===== src/rtl/core_run_ctrl_pkg.sv =====
// Shared types for the core run-control sequencer: controller states and run status codes.
package core_run_ctrl_pkg;

    typedef enum logic [2:0] {
        IDLE  = 3'd0,
        BOOT  = 3'd1,
        RUN   = 3'd2,
        DONE  = 3'd3,
        FAULT = 3'd4
    } run_state_t;

    typedef enum logic [1:0] {
        ERR_NONE       = 2'd0,
        ERR_TIMEOUT    = 2'd1,
        ERR_ABORT      = 2'd2,
        ERR_MISALIGNED = 2'd3
    } run_err_t;

endpackage


===== src/rtl/core_run_ctrl_if.sv =====
// Host-side control/status bundle of the run-control sequencer plus the core-facing outputs.
interface core_run_ctrl_if #(
    parameter int WIDTH = 32,
    parameter int CNT_W = 32
);
    import core_run_ctrl_pkg::*;

    logic             start;
    logic [WIDTH-1:0] start_pc;
    logic [CNT_W-1:0] cfg_timeout;
    logic             abort;
    logic             fin;
    logic             core_reset_n;
    logic [WIDTH-1:0] init_pc;
    logic             busy;
    logic             done;
    logic             fault;
    run_err_t         err_code;
    logic             irq;
    logic [CNT_W-1:0] cycle_cnt;

    modport master (
        output start, start_pc, cfg_timeout, abort, fin,
        input  core_reset_n, init_pc, busy, done, fault, err_code, irq, cycle_cnt
    );

    modport slave (
        input  start, start_pc, cfg_timeout, abort, fin,
        output core_reset_n, init_pc, busy, done, fault, err_code, irq, cycle_cnt
    );

endinterface


===== src/rtl/core_run_ctrl_sat_counter.sv =====
// Saturating up-counter with synchronous clear; clear has priority over enable.
module sat_counter #(
    parameter int CNT_W = 32
) (
    input  logic             clk,
    input  logic             reset,
    input  logic             i_clr,
    input  logic             i_en,
    output logic [CNT_W-1:0] o_cnt
);

    logic [CNT_W-1:0] r_cnt;

    // Count register; sticks at all-ones instead of wrapping.
    always_ff @(posedge clk or posedge reset) begin
        if (reset) begin
            r_cnt <= {CNT_W{1'b0}};
        end else if (i_clr) begin
            r_cnt <= {CNT_W{1'b0}};
        end else if (i_en && (r_cnt != {CNT_W{1'b1}})) begin
            r_cnt <= r_cnt + {{(CNT_W-1){1'b0}}, 1'b1};
        end
    end

    assign o_cnt = r_cnt;

endmodule


===== src/rtl/core_run_ctrl.sv =====
// Run-control sequencer: holds the core in reset with init_pc, releases it, counts run cycles
// and stops it on ecall retirement, watchdog timeout or host abort.
module core_run_ctrl
    import core_run_ctrl_pkg::*;
#(
    parameter int WIDTH      = 32,
    parameter int CNT_W      = 32,
    parameter int RST_CYCLES = 4
) (
    input  logic           clk,
    input  logic           reset,
    core_run_ctrl_if.slave bus
);

    localparam int            BW        = (RST_CYCLES > 1) ? $clog2(RST_CYCLES) : 1;
    localparam logic [BW-1:0] BOOT_LAST = BW'(RST_CYCLES - 1);

    run_state_t       r_state;
    run_state_t       w_state_nxt;
    logic [BW-1:0]    r_boot_cnt;
    logic [BW-1:0]    w_boot_nxt;
    logic [CNT_W-1:0] r_timeout;
    logic [WIDTH-1:0] r_init_pc;
    run_err_t         r_err;
    run_err_t         w_err_nxt;
    logic             r_irq;
    logic             w_irq_nxt;
    logic             r_core_reset_n;
    logic             r_busy;
    logic             r_done;
    logic             r_fault;
    logic             w_accept;
    logic             w_cnt_en;
    logic             w_to_hit;
    logic [CNT_W-1:0] w_cnt;

    assign w_to_hit = (r_timeout != {CNT_W{1'b0}}) &&
                      (w_cnt == (r_timeout - {{(CNT_W-1){1'b0}}, 1'b1}));

    // Next-state, status and counter-control decode.
    always_comb begin
        w_state_nxt = r_state;
        w_boot_nxt  = r_boot_cnt;
        w_err_nxt   = r_err;
        w_irq_nxt   = 1'b0;
        w_accept    = 1'b0;
        w_cnt_en    = 1'b0;
        case (r_state)
            IDLE, DONE, FAULT: begin
                // start outranks abort here; abort is simply not looked at
                if (bus.start) begin
                    if (bus.start_pc[1:0] != 2'b00) begin
                        w_state_nxt = FAULT;
                        w_err_nxt   = ERR_MISALIGNED;
                        w_irq_nxt   = 1'b1;
                    end else begin
                        w_state_nxt = BOOT;
                        w_err_nxt   = ERR_NONE;
                        w_boot_nxt  = {BW{1'b0}};
                        w_accept    = 1'b1;
                    end
                end else begin
                    w_state_nxt = r_state;
                end
            end
            BOOT: begin
                if (bus.abort) begin
                    w_state_nxt = FAULT;
                    w_err_nxt   = ERR_ABORT;
                    w_irq_nxt   = 1'b1;
                end else if (r_boot_cnt == BOOT_LAST) begin
                    w_state_nxt = RUN;
                end else begin
                    w_boot_nxt = r_boot_cnt + {{(BW-1){1'b0}}, 1'b1};
                end
            end
            RUN: begin
                // the exit cycle itself is counted
                w_cnt_en = 1'b1;
                if (bus.fin) begin
                    w_state_nxt = DONE;
                    w_irq_nxt   = 1'b1;
                end else if (w_to_hit) begin
                    w_state_nxt = FAULT;
                    w_err_nxt   = ERR_TIMEOUT;
                    w_irq_nxt   = 1'b1;
                end else if (bus.abort) begin
                    w_state_nxt = FAULT;
                    w_err_nxt   = ERR_ABORT;
                    w_irq_nxt   = 1'b1;
                end else begin
                    w_state_nxt = RUN;
                end
            end
            default: begin
                w_state_nxt = IDLE;
            end
        endcase
    end

    // State, latched launch parameters and registered outputs.
    always_ff @(posedge clk or posedge reset) begin
        if (reset) begin
            r_state        <= IDLE;
            r_boot_cnt     <= {BW{1'b0}};
            r_timeout      <= {CNT_W{1'b0}};
            r_init_pc      <= {WIDTH{1'b0}};
            r_err          <= ERR_NONE;
            r_irq          <= 1'b0;
            r_core_reset_n <= 1'b0;
            r_busy         <= 1'b0;
            r_done         <= 1'b0;
            r_fault        <= 1'b0;
        end else begin
            r_state        <= w_state_nxt;
            r_boot_cnt     <= w_boot_nxt;
            r_err          <= w_err_nxt;
            r_irq          <= w_irq_nxt;
            r_core_reset_n <= (w_state_nxt == RUN);
            r_busy         <= (w_state_nxt == BOOT) || (w_state_nxt == RUN);
            r_done         <= (w_state_nxt == DONE);
            r_fault        <= (w_state_nxt == FAULT);
            if (w_accept) begin
                r_init_pc <= bus.start_pc;
                r_timeout <= bus.cfg_timeout;
            end
        end
    end

    sat_counter #(.CNT_W(CNT_W)) u_cycle_cnt (
        .clk   (clk),
        .reset (reset),
        .i_clr (w_accept),
        .i_en  (w_cnt_en),
        .o_cnt (w_cnt)
    );

    assign bus.core_reset_n = r_core_reset_n;
    assign bus.init_pc      = r_init_pc;
    assign bus.busy         = r_busy;
    assign bus.done         = r_done;
    assign bus.fault        = r_fault;
    assign bus.err_code     = r_err;
    assign bus.irq          = r_irq;
    assign bus.cycle_cnt    = w_cnt;

endmodule


===== src/flat_wrapper.sv =====
// flat-port wrapper written by rule: the top's interface ports become plain ports
module core_run_ctrl_flat import core_run_ctrl_pkg::*;
#(
    parameter int WIDTH      = 32,
    parameter int CNT_W      = 32,
    parameter int RST_CYCLES = 4
)
  (clk, reset, bus_start, bus_start_pc, bus_cfg_timeout, bus_abort, bus_fin, bus_core_reset_n, bus_init_pc, bus_busy, bus_done, bus_fault, bus_err_code, bus_irq, bus_cycle_cnt);
  core_run_ctrl_if #(.WIDTH(WIDTH), .CNT_W(CNT_W)) bus_i ();
  input  logic clk;
  input  logic reset;
  input wire logic [$bits(bus_i.start)-1:0] bus_start;
  input wire logic [$bits(bus_i.start_pc)-1:0] bus_start_pc;
  input wire logic [$bits(bus_i.cfg_timeout)-1:0] bus_cfg_timeout;
  input wire logic [$bits(bus_i.abort)-1:0] bus_abort;
  input wire logic [$bits(bus_i.fin)-1:0] bus_fin;
  output wire logic [$bits(bus_i.core_reset_n)-1:0] bus_core_reset_n;
  output wire logic [$bits(bus_i.init_pc)-1:0] bus_init_pc;
  output wire logic [$bits(bus_i.busy)-1:0] bus_busy;
  output wire logic [$bits(bus_i.done)-1:0] bus_done;
  output wire logic [$bits(bus_i.fault)-1:0] bus_fault;
  output wire logic [$bits(bus_i.err_code)-1:0] bus_err_code;
  output wire logic [$bits(bus_i.irq)-1:0] bus_irq;
  output wire logic [$bits(bus_i.cycle_cnt)-1:0] bus_cycle_cnt;
  assign bus_i.start = bus_start;
  assign bus_i.start_pc = bus_start_pc;
  assign bus_i.cfg_timeout = bus_cfg_timeout;
  assign bus_i.abort = bus_abort;
  assign bus_i.fin = bus_fin;
  assign bus_core_reset_n = bus_i.core_reset_n;
  assign bus_init_pc = bus_i.init_pc;
  assign bus_busy = bus_i.busy;
  assign bus_done = bus_i.done;
  assign bus_fault = bus_i.fault;
  assign bus_err_code = bus_i.err_code;
  assign bus_irq = bus_i.irq;
  assign bus_cycle_cnt = bus_i.cycle_cnt;
  core_run_ctrl #(.WIDTH(WIDTH), .CNT_W(CNT_W), .RST_CYCLES(RST_CYCLES)) u_core (.clk(clk), .reset(reset), .bus(bus_i));
endmodule

===== config.mk =====
export PLATFORM = sky130hd
export DESIGN_NAME = core_run_ctrl_flat
export DESIGN_NICKNAME = d
export VERILOG_FILES = /design/src/rtl/core_run_ctrl_pkg.sv /design/src/rtl/core_run_ctrl_if.sv /design/src/rtl/core_run_ctrl_sat_counter.sv /design/src/rtl/core_run_ctrl.sv /design/src/flat_wrapper.sv
export SDC_FILE = /design/constraint.sdc
export NUM_CORES = 1
export LEC_CHECK = 0
export BUFFER_PORTS_ARGS = -buffer_cell sky130_fd_sc_hd__buf_2
export CAP_MARGIN = 30
export CORE_MARGIN = 10
export CORE_UTILIZATION = 30
export CTS_CLUSTER_SIZE = 24
export DETAILED_ROUTE_END_ITERATION = 8
export GPL_TIMING_DRIVEN = 0
export HOLD_SLACK_MARGIN = 0.03
export MAX_ROUTING_LAYER = met4
export PLACE_DENSITY = 0.54
export RECOVER_POWER = 25
export SKIP_CTS_REPAIR_TIMING = 1
export SLEW_MARGIN = 20
export SYNTH_ARGS = -nofsm -noshare
export SYNTH_HDL_FRONTEND = slang
export SYNTH_HIERARCHICAL = 1
export SYNTH_SLANG_ARGS = --single-unit

===== constraint.sdc =====
create_clock -name clk -period 3.43 [get_ports clk]
set_clock_uncertainty 0.2 [all_clocks]
set_input_delay 0.8575 -clock clk [delete_from_list [all_inputs] [get_ports clk]]
set_output_delay 0.8575 -clock clk [all_outputs]
set_load 0.005 [all_outputs]

==> results of run 1 <==
-- cells by family (layout without fill, tap and decap cells) --
family	Yosys count	after routing	synth area share [%]
flops	108	108	45.4
xor+xnor	47	47	6.91
mux	6	6	1.03
other cells	0	6	0
simple gates	374	374	30.8
buf+inv	44	211	3.05
compound gates	107	107	12.0
fa+ha+maj	4	4	0.841
-- placed cells by master, fill, tap and decap left out, types with 3 or more instances in the layout --
cell and instances:
nand2_1 211, buf_2 139, dfrtp_1 106, a21oi_1 39, nor2_1 32, xnor2_1 31, o21ai_0 24, clkbuf_1 22
or3_1 18, or4_1 17, nand3_1 16, o31ai_1 16, xor2_1 15, inv_1 14, nand4_1 13, buf_4 12
nor4_1 10, clkbuf_16 9, nand2b_1 9, diode_2 6, and3_1 6, nor3_1 5, mux2i_1 5, and4_1 4
nor4b_1 3, a211o_1 3, and2_1 3, ha_1 3
-- worst min path at each step --
stage / to / cells after the start
global placement: u_core/bus.init_pc[18] / 2
floorplan: u_core/r_boot_cnt[0] / 1
global route: u_core/bus.init_pc[8] / 2
finish: u_core/bus.init_pc[8] / 2
detailed placement: u_core/bus.init_pc[28] / 2
CTS: u_core/bus.init_pc[8] / 2
-- layer usage --
metal	vias to the layer above	wire length, µm
li1	2747	-
met1	2623	8480
met2	161	8430
met3	7	1230
met4	0	110
met5	-	0
-- sequential cells by signal, summed over array words and instances (netlist names) --
register and count:
u_core/bus.busy 1, u_core/bus.core_reset_n 1, u_core/bus.init_pc 32, u_core/bus.irq 1, u_core/u_cycle_cnt/o_cnt 32, u_core/bus.err_code 2
u_core/r_state 3, u_core/bus.done 1, u_core/r_timeout 32, u_core/r_boot_cnt 2, u_core/bus.fault 1
-- per-stage QoR --
| step | instances | total power, mW | worst slack, ns | TNS (ns) | utilization (%) |
|---|---|---|---|---|---|
| floorplan | 690 | 2.18 | 0.0208 | 0 | - |
| global placement | 1094 | 2.49 | -0.666 | -52.90 | 35.8 |
| detailed placement | 1095 | 2.51 | -0.519 | -2.83 | 35.9 |
| CTS | 1111 | 3.63 | -0.539 | -3.04 | 37.5 |
| global route | 1128 | 3.89 | -0.0301 | -0.0942 | 38.4 |
| finish | 1128 | 3.64 | 0.0817 | 0 | 38.4 |
-- area by class of cell --
type                            instances  area [µm²]
Fill cell                            2031       12000
Antenna cell                            6        15.0
Buffer                                 24         106
Inverter                               18        72.6
Clock inverter                          7        82.6
Timing Repair Buffer                  153         795
Tap cell                              265         332
Sequential cell                       108        2710
Multi-Input combinational cell        538        3170
Clock buffer                            9         225
-- worst register-to-register path, delay by kind of cell (launching register included) --
kind | cells | cell delay, ns
AO/OA/AOI/OAI | 3 | 0.67
AND/OR/NAND/NOR | 5 | 1.62
buffers and inverters | 2 | 0.30
flip-flops | 1 | 0.44
-- report_power, final --
| part | switching [mW] | internal [mW] | leakage (nW) |
|---|---|---|---|
| sequential | 0.190 | 1.45 | 1.40 |
| clock | 0.509 | 0.580 | 0.150 |
| combinational | 0.494 | 0.417 | 2.03 |
==> results.sh, run 1 <==
export IMPL_status="complete, but fails checks"
export IMPL_violations="max-capacitance violations, max-slew violations"
export IMPL_die_y_um=161
export IMPL_htreeDepth=3
export IMPL_power_density_nw_per_um2=485
export IMPL_synth_area_um2=5950
export IMPL_crit_chain="or4_4, or4b_4, buf_6, o41a_1, a31oi_2, a21oi_2, nand4_4, buf_4, nor4_4, or3b_1"
export IMPL_p_leak_nw=3.58
export IMPL_core_um2=19500
export IMPL_cp_num_cells=10
export IMPL_crit_path_end="u_core/bus.fault"
export IMPL_port_buffers=139
export IMPL_worstPathBufferInverterCount=2
export IMPL_antenna_found_initial=6
export IMPL_ys_warnings_count=6
export IMPL_clockBufferDepth=2
export IMPL_path_clk_slew_ns=0.08
export IMPL_syn_inst=690
export IMPL_ant_nets=0
export IMPL_crit_type="flop to flop"
export IMPL_max_slew_worst_pin_slew_ns=1.50
export IMPL_async_reset_ff_share_pct=100
export IMPL_clock_sinks=108
export IMPL_wl_per_cell_um=16.2
export IMPL_synthDominantCellAreaShare_pct=45.4
export IMPL_rsz0062_at_grt="yes"
export IMPL_nets=925
export IMPL_die_w_um=161
export IMPL_reg2reg_from="u_core/r_timeout[14]"
export IMPL_use_met2_pct=21.8
export IMPL_setup_violations_final=0
export IMPL_syn_num_nets=763
export IMPL_use_met1_pct=18.5
export IMPL_postRouteWirelength_mm=18.3
export IMPL_first_pass_iters=4
export IMPL_dieArea_um2=25900
export IMPL_reg2regPathDepth=10
export IMPL_fp_row_count=51
export IMPL_cp_top_family="simple AND/OR/NAND/NOR gates"
export IMPL_synth_distinct_cells=61
export IMPL_worst_path_largest_cell_delay_ns=0.55
export IMPL_yosys_register_bits=108
export IMPL_grt_overflow=0
export IMPL_dpl_cell_area_um2=7010
export IMPL_min_period_ns=3.35
export IMPL_cp_start_kind="flop"
export IMPL_grt_busiest_layer="met2"
export IMPL_tritoncts="done"
export IMPL_yosysTopAreaCell="dfrtp_1"
export IMPL_r2r_end="u_core/bus.fault"
export IMPL_cp_max_fo=7
export IMPL_synth_flop_cell="dfrtp_1"
export IMPL_post_route_period_util_pct=97.6
export IMPL_ios=140
export IMPL_drv_cap=1
export IMPL_fin_area_um2=7510
export IMPL_rrSetupSlack_ns=0.08
export IMPL_syn2layout_area_growth_pct=26.1
export IMPL_grtUsageMet3_pct=4.52
export IMPL_irDropWorstVdd_mv=0.263
export IMPL_critPathRequiredTime_ns=3.47
export IMPL_synth_edff_count=0
export IMPL_worstPathArrival_ns=3.39
export IMPL_fmax_ghz=0.299
export IMPL_viasPerCell=4.91
export IMPL_timing_hold_ws_ns=0.271
export IMPL_worst_hold_path_type="flop to flop"
export IMPL_first_global_vias=5481
export IMPL_grt_first_pass_wirelength_mm=29.4
export IMPL_initial_core_util_pct=30.5
export IMPL_route_vias_total=5538
export IMPL_slew_headroom_pct=-0.348
export IMPL_drc_errors=0
export IMPL_maxSlewViolCount=1
export IMPL_grt_max_degree=44
export IMPL_globalplace_congestion=0.841
export IMPL_clock_latency_ns=0.35
export IMPL_root_buffer="clkbuf_16"
export IMPL_syn_area_per_cell_um2=8.63
export IMPL_crit_slowest_cell="or4_4"
export IMPL_cts_buffers=9
export IMPL_drive_gt1_share_pct=23.9
export IMPL_hold_viol_final=0
export IMPL_grtUsageTotal_pct=14.3
export IMPL_ys_top_cells_by_count="212 x nand2_1, 108 x dfrtp_1, 40 x a21oi_1, 32 x nor2_1, 32 x xnor2_1"
export IMPL_hp_start="u_core/bus.init_pc[8]"
export IMPL_worst_setup_path_end_kind="flop"
export IMPL_crit_start="u_core/r_timeout[14]"
export IMPL_ys_top_cells_by_area="dfrtp_1 45%, nand2_1 13%, xnor2_1 4.7%"
export IMPL_dp_hpwl_mm=14.0
export IMPL_synthMostInstantiatedCell="nand2_1"
export IMPL_drt_iter0_markers=196
export IMPL_seq_area_frac_synth_pct=45.4
Note: power is estimated with default switching activity, not from simulation.
==> run 2, diff against run 1 <==
--- a/config.mk
+++ b/config.mk
@@ -9,6 +9,7 @@
 export CAP_MARGIN = 30
 export CORE_MARGIN = 10
 export CORE_UTILIZATION = 30
+export CTS_BUF_LIST = sky130_fd_sc_hd__clkbuf_8
 export CTS_CLUSTER_SIZE = 24
 export DETAILED_ROUTE_END_ITERATION = 8
 export GPL_TIMING_DRIVEN = 0
==> results.sh, run 2 (synthesis results as in run 1) <==
export IMPL_rsz0062_at_grt="yes"
export IMPL_min_path_cells=2
export IMPL_ios=140
export IMPL_postRouteWirelength_mm=18.3
export IMPL_first_pass_iters=4
export IMPL_initial_core_util_pct=30.5
export IMPL_route_vias_total=5503
export IMPL_grt_overflow=0
export IMPL_drt_iter0_markers=203
export IMPL_grt_first_pass_wirelength_mm=29.4
export IMPL_clock_latency_ns=0.39
export IMPL_irDropWorstVdd_mv=0.248
export IMPL_dieArea_um2=25900
export IMPL_dpl_cell_area_um2=7010
export IMPL_path_clk_slew_ns=0.12
export IMPL_status="complete, but fails checks"
export IMPL_fin_area_um2=7400
export IMPL_dp_slack_ns=-0.519
export IMPL_violations="max-capacitance violations, max-slew violations"
export IMPL_fmax_ghz=0.297
export IMPL_grtUsageTotal_pct=14.3
export IMPL_max_slew_worst_pin_slew_ns=1.50
export IMPL_grt_max_degree=44
export IMPL_wl_per_cell_um=16.2
export IMPL_htreeDepth=3
export IMPL_hold_viol_final=0
export IMPL_cts_buffers=9
export IMPL_ant_nets=0
export IMPL_maxSlewViolCount=1
export IMPL_post_route_period_util_pct=98.1
export IMPL_clock_sinks=108
export IMPL_setup_tns_ns=0
export IMPL_worst_hold_path_type="flop to flop"
export IMPL_min_period_ns=3.36
export IMPL_dp_hpwl_mm=14.0
export IMPL_worstPathArrival_ns=3.45
export IMPL_fp_row_count=51
export IMPL_reg2regPathDepth=10
export IMPL_fin_ws_ns=0.0663
export IMPL_die_w_um=161
export IMPL_viasPerCell=4.88
export IMPL_tritoncts="done"
export IMPL_layout_commonest_cell="nand2_1"
export IMPL_nets=925
export IMPL_globalplace_congestion=0.841
export IMPL_slew_headroom_pct=-0.216
export IMPL_syn2layout_area_growth_pct=24.3
export IMPL_dpl_cell_count=1095
export IMPL_final_core_util_pct=37.9
export IMPL_drv_cap=1
export IMPL_power_density_nw_per_um2=458
export IMPL_drc_errors=0
export IMPL_root_buffer="clkbuf_8"
export IMPL_timing_hold_ws_ns=0.279
export IMPL_p_total_mw=3.39
export IMPL_core_um2=19500
export IMPL_cp_max_fo=7
export IMPL_first_global_vias=5474
export IMPL_clockBufferDepth=2
export IMPL_die_y_um=161
export IMPL_crit_type="flop to flop"
export IMPL_fill_cells=2043
export IMPL_drive_gt1_share_pct=23.9
export IMPL_port_buffers=139
export IMPL_critPathRequiredTime_ns=3.51
export IMPL_p_leak_nw=3.53
export IMPL_antenna_found_initial=6
export IMPL_cp_start_kind="flop"
export IMPL_setup_violations_final=0
export IMPL_worst_setup_path_end_kind="flop"
export IMPL_instances_no_fill=1128
export IMPL_layout_common_cells="211 x nand2_1, 139 x buf_2, 104 x dfrtp_1"
==> run 2: worst max-delay path, cell delays in order (launching register included) <==
cell,delay (ns)
dfrtp_2,0.45
or4_4,0.55
or4b_4,0.53
buf_6,0.16
o41a_1,0.41
a31oi_2,0.18
a21oi_2,0.08
nand4_4,0.12
buf_4,0.15
nor4_4,0.05
or3b_1,0.37
==> run 2: final cells by class <==
class | instances | area, µm² | area share [%]
Buffer | 24 | 106 | 1.44
Tap cell | 265 | 332 | 4.48
Timing Repair Buffer | 153 | 795 | 10.7
Inverter | 18 | 72.6 | 0.981
Multi-Input combinational cell | 538 | 3170 | 42.8
Sequential cell | 108 | 2710 | 36.6
Clock inverter | 7 | 82.6 | 1.12
Antenna cell | 6 | 15.0 | 0.203
Clock buffer | 9 | 124 | 1.67
==> run 2: power by group <==
part	internal [mW]	total (mW)	switching [mW]
clock network	0.351	0.832	0.481
registers	1.45	1.64	0.190
logic	0.417	0.912	0.495
==> run 2: final timing paths <==
path	to	startpoint	slack, ns
setup / recovery	u_core/r_state[2]	u_core/r_timeout[14]	0.07
hold / removal	u_core/bus.init_pc[8]	u_core/bus.init_pc[8]	0.28
setup reg to reg	u_core/r_state[2]	u_core/r_timeout[14]	0.07
hold reg to reg	u_core/bus.init_pc[8]	u_core/bus.init_pc[8]	0.28
max in group asynchronous	u_core/r_timeout[0]	reset	0.70
min in group asynchronous	u_core/bus.init_pc[5]	reset	0.59
==> run 2: routing by layer <==
layer	global-route usage (%)	share of wire, %
met1	18.4	47
met2	21.8	46
met3	4.52	6.6
met4	2.77	0.77
met5	-	0
==> run 3, diff against run 2 <==
--- a/config.mk
+++ b/config.mk
@@ -8,18 +8,17 @@
 export BUFFER_PORTS_ARGS = -buffer_cell sky130_fd_sc_hd__buf_2
 export CAP_MARGIN = 30
 export CORE_MARGIN = 10
-export CORE_UTILIZATION = 30
+export CORE_UTILIZATION = 50
 export CTS_BUF_LIST = sky130_fd_sc_hd__clkbuf_8
 export CTS_CLUSTER_SIZE = 24
 export DETAILED_ROUTE_END_ITERATION = 8
 export GPL_TIMING_DRIVEN = 0
 export HOLD_SLACK_MARGIN = 0.03
 export MAX_ROUTING_LAYER = met4
-export PLACE_DENSITY = 0.54
+export PLACE_DENSITY = 0.81
 export RECOVER_POWER = 25
 export SKIP_CTS_REPAIR_TIMING = 1
 export SLEW_MARGIN = 20
 export SYNTH_ARGS = -nofsm -noshare
 export SYNTH_HDL_FRONTEND = slang
-export SYNTH_HIERARCHICAL = 1
 export SYNTH_SLANG_ARGS = --single-unit
==> results.sh, run 3 <==
export IMPL_first_global_vias=5612
export IMPL_crit_type="flop to flop"
export IMPL_violations="max-capacitance violations, max-slew violations"
export IMPL_globalplace_congestion=0.938
export IMPL_clockBufferDepth=2
export IMPL_fp_row_count=39
export IMPL_slew_headroom_pct=-24.3
export IMPL_setup_tns_ns=0
export IMPL_yosys_area_share_simple_pct=31.7
export IMPL_p_leak_nw=3.47
export IMPL_p_total_mw=3.18
export IMPL_root_buffer="clkbuf_8"
export IMPL_grt_overflow=0
export IMPL_drv_cap=2
export IMPL_synthDominantCellAreaShare_pct=45.6
export IMPL_cp_max_fo=8
export IMPL_max_slew_worst_pin_slew_ns=1.86
export IMPL_async_reset_ff_share_pct=100
export IMPL_syn_area_per_cell_um2=8.53
export IMPL_first_pass_iters=6
export IMPL_nets=925
export IMPL_syn2layout_area_growth_pct=18.7
export IMPL_ios=140
export IMPL_setup_violations_final=0
export IMPL_cp_start_kind="flop"
export IMPL_synth_adder_area_share_pct=0.633
export IMPL_synth_edff_count=0
export IMPL_critPathRequiredTime_ns=3.47
export IMPL_clock_latency_ns=0.38
export IMPL_tritoncts="done"
export IMPL_worst_hold_path_type="flop to flop"
export IMPL_grt_max_degree=35
export IMPL_drt_iter0_markers=325
export IMPL_instances_no_fill=998
export IMPL_postRouteWirelength_mm=16.5
export IMPL_synth_area_um2=5930
export IMPL_fin_ws_ns=0.180
export IMPL_wl_per_cell_um=16.5
export IMPL_power_density_nw_per_um2=452
export IMPL_worst_setup_path_end_kind="flop"
export IMPL_yosysTopAreaCell="dfrtp_1"
export IMPL_viasPerCell=5.49
export IMPL_die_y_um=129
export IMPL_ant_nets=0
export IMPL_synthXorXnorAreaFrac_pct=9.60
export IMPL_layout_common_cells="210 x nand2_1, 140 x buf_2, 108 x dfrtp_1"
export IMPL_dp_slack_ns=0.123
export IMPL_syn_num_nets=767
export IMPL_antenna_found_initial=0
export IMPL_post_route_period_util_pct=94.7
export IMPL_route_vias_total=5481
export IMPL_dieArea_um2=16600
export IMPL_muxShareOfSynthArea_pct=1.03
export IMPL_synthMostInstantiatedCell="nand2_1"
export IMPL_worstPathArrival_ns=3.29
export IMPL_grtUsageTotal_pct=21.0
export IMPL_synth_flop_cell="dfrtp_1"
export IMPL_drc_errors=0
export IMPL_yosys_register_bits=108
export IMPL_die_w_um=129
export IMPL_timing_hold_ws_ns=0.279
export IMPL_port_buffers=139
export IMPL_synth_top_family_by_area="simple AND/OR/NAND/NOR gates"
export IMPL_rrSetupSlack_ns=0.18
export IMPL_drive_gt1_share_pct=20.1
export IMPL_synth_distinct_cells=61
export IMPL_irDropWorstVdd_mv=0.215
export IMPL_hold_viol_final=0
export IMPL_status="complete, but fails checks"
export IMPL_ys_warnings_count=0
export IMPL_ys_top_cells_by_area="dfrtp_1 46%, nand2_1 13%, xnor2_1 5.2%"
export IMPL_synth_compound_area_share_pct=8.36
export IMPL_dp_hpwl_mm=12.7
export IMPL_path_clk_slew_ns=0.10
export IMPL_dpl_cell_count=980
export IMPL_clock_sinks=108
export IMPL_core_um2=11500
export IMPL_grt_first_pass_wirelength_mm=27.6
export IMPL_layout_commonest_cell="nand2_1"
export IMPL_syn_inst=695
export IMPL_min_period_ns=3.25
export IMPL_diodes=0
export IMPL_fmax_ghz=0.308
export IMPL_ys_top_cells_by_count="210 x nand2_1, 108 x dfrtp_1, 57 x nor2_1, 35 x xnor2_1"
export IMPL_htreeDepth=3
export IMPL_cts_buffers=9
export IMPL_seq_area_frac_synth_pct=45.6
export IMPL_fill_cells=1028
export IMPL_initial_core_util_pct=51.5
export IMPL_maxSlewViolCount=67
## run 3: cell count changes after synthesis, moves of 6 or more
| cell | before | now |
|---|---|---|
| nand2b_1 | 9 | 1 |
| or4_1 | 17 | 8 |
| or3_1 | 18 | 8 |
| xor2_1 | 15 | 30 |
| a31oi_1 | 3 | 10 |
| nor3_1 | 7 | 13 |
| nor2b_1 | 1 | 8 |
| clkbuf_1 | 23 | 30 |
| a21oi_1 | 40 | 7 |
| nor2_1 | 32 | 57 |
| o31ai_1 | 16 | 4 |
## run 3: cell type report
cell class	instances	area, µm²	area share, %
Buffer	33	125	1.78
Clock buffer	10	138	1.95
Clock inverter	3	41.3	0.586
Inverter	15	57.6	0.817
Multi-Input combinational cell	539	3050	43.4
Sequential cell	108	2700	38.4
Tap cell	143	179	2.54
Timing Repair Buffer	147	744	10.6
## run 3: stage by stage
stage                     cell area, µm²  util [%]
after floorplan                     5930         -
after global placement              6810      59.1
after detailed placement            6870      59.6
after CTS                           7050      61.2
after global routing                7040      61.1
final                               7040      61.1
## run 3: final timing paths
check                                             from                     end  cells after the start
worst max-delay path              u_core.r_timeout[16]         u_core.bus.busy                      9
worst min-delay path            u_core.bus.init_pc[31]  u_core.bus.init_pc[31]                      2
worst max register to register    u_core.r_timeout[16]         u_core.bus.busy                      9
worst min register to register  u_core.bus.init_pc[31]  u_core.bus.init_pc[31]                      2
max in group asynchronous                        reset    u_core.r_timeout[21]                      3
min in group asynchronous                        reset  u_core.bus.init_pc[28]                      2
## run 3: cells by family (layout without fill, tap and decap cells)
family,after synthesis,in the layout
AO/OA/AOI/OAI,71,71
XOR/XNOR,65,65
adder cells (fa/ha/maj),3,3
buffers and inverters,48,208
flip-flops,108,108
multiplexers,6,6
AND/OR/NAND/NOR,394,394
## run 3: where the power goes
group	total [mW]	internal, mW	leakage [nW]	switching [mW]
sequential	1.60	1.44	1.40	0.168
clock	0.753	0.344	0.0915	0.410
combinational	0.826	0.360	1.97	0.466
total	3.18	2.14	3.47	1.04
## run 3: metal layers
layer | track usage [%] | share of wire [%] | up-vias
met5 | - | 0 | -
met4 | 6.56 | 1.8 | 0
met3 | 6.90 | 8.0 | 26
met2 | 32.0 | 46 | 196
met1 | 26.0 | 44 | 2594
li1 | - | - | 2665
## run 3: worst max-delay path, cell delays in order, from the launching register on
cell and delay, ns:
dfrtp_1 0.48, or4_1 0.51, buf_2 0.19, or3_1 0.39, a211oi_1 0.27, nand3_1 0.13, a221oi_1 0.43, nand4_2 0.26
nand3_2 0.17, a31oi_1 0.09
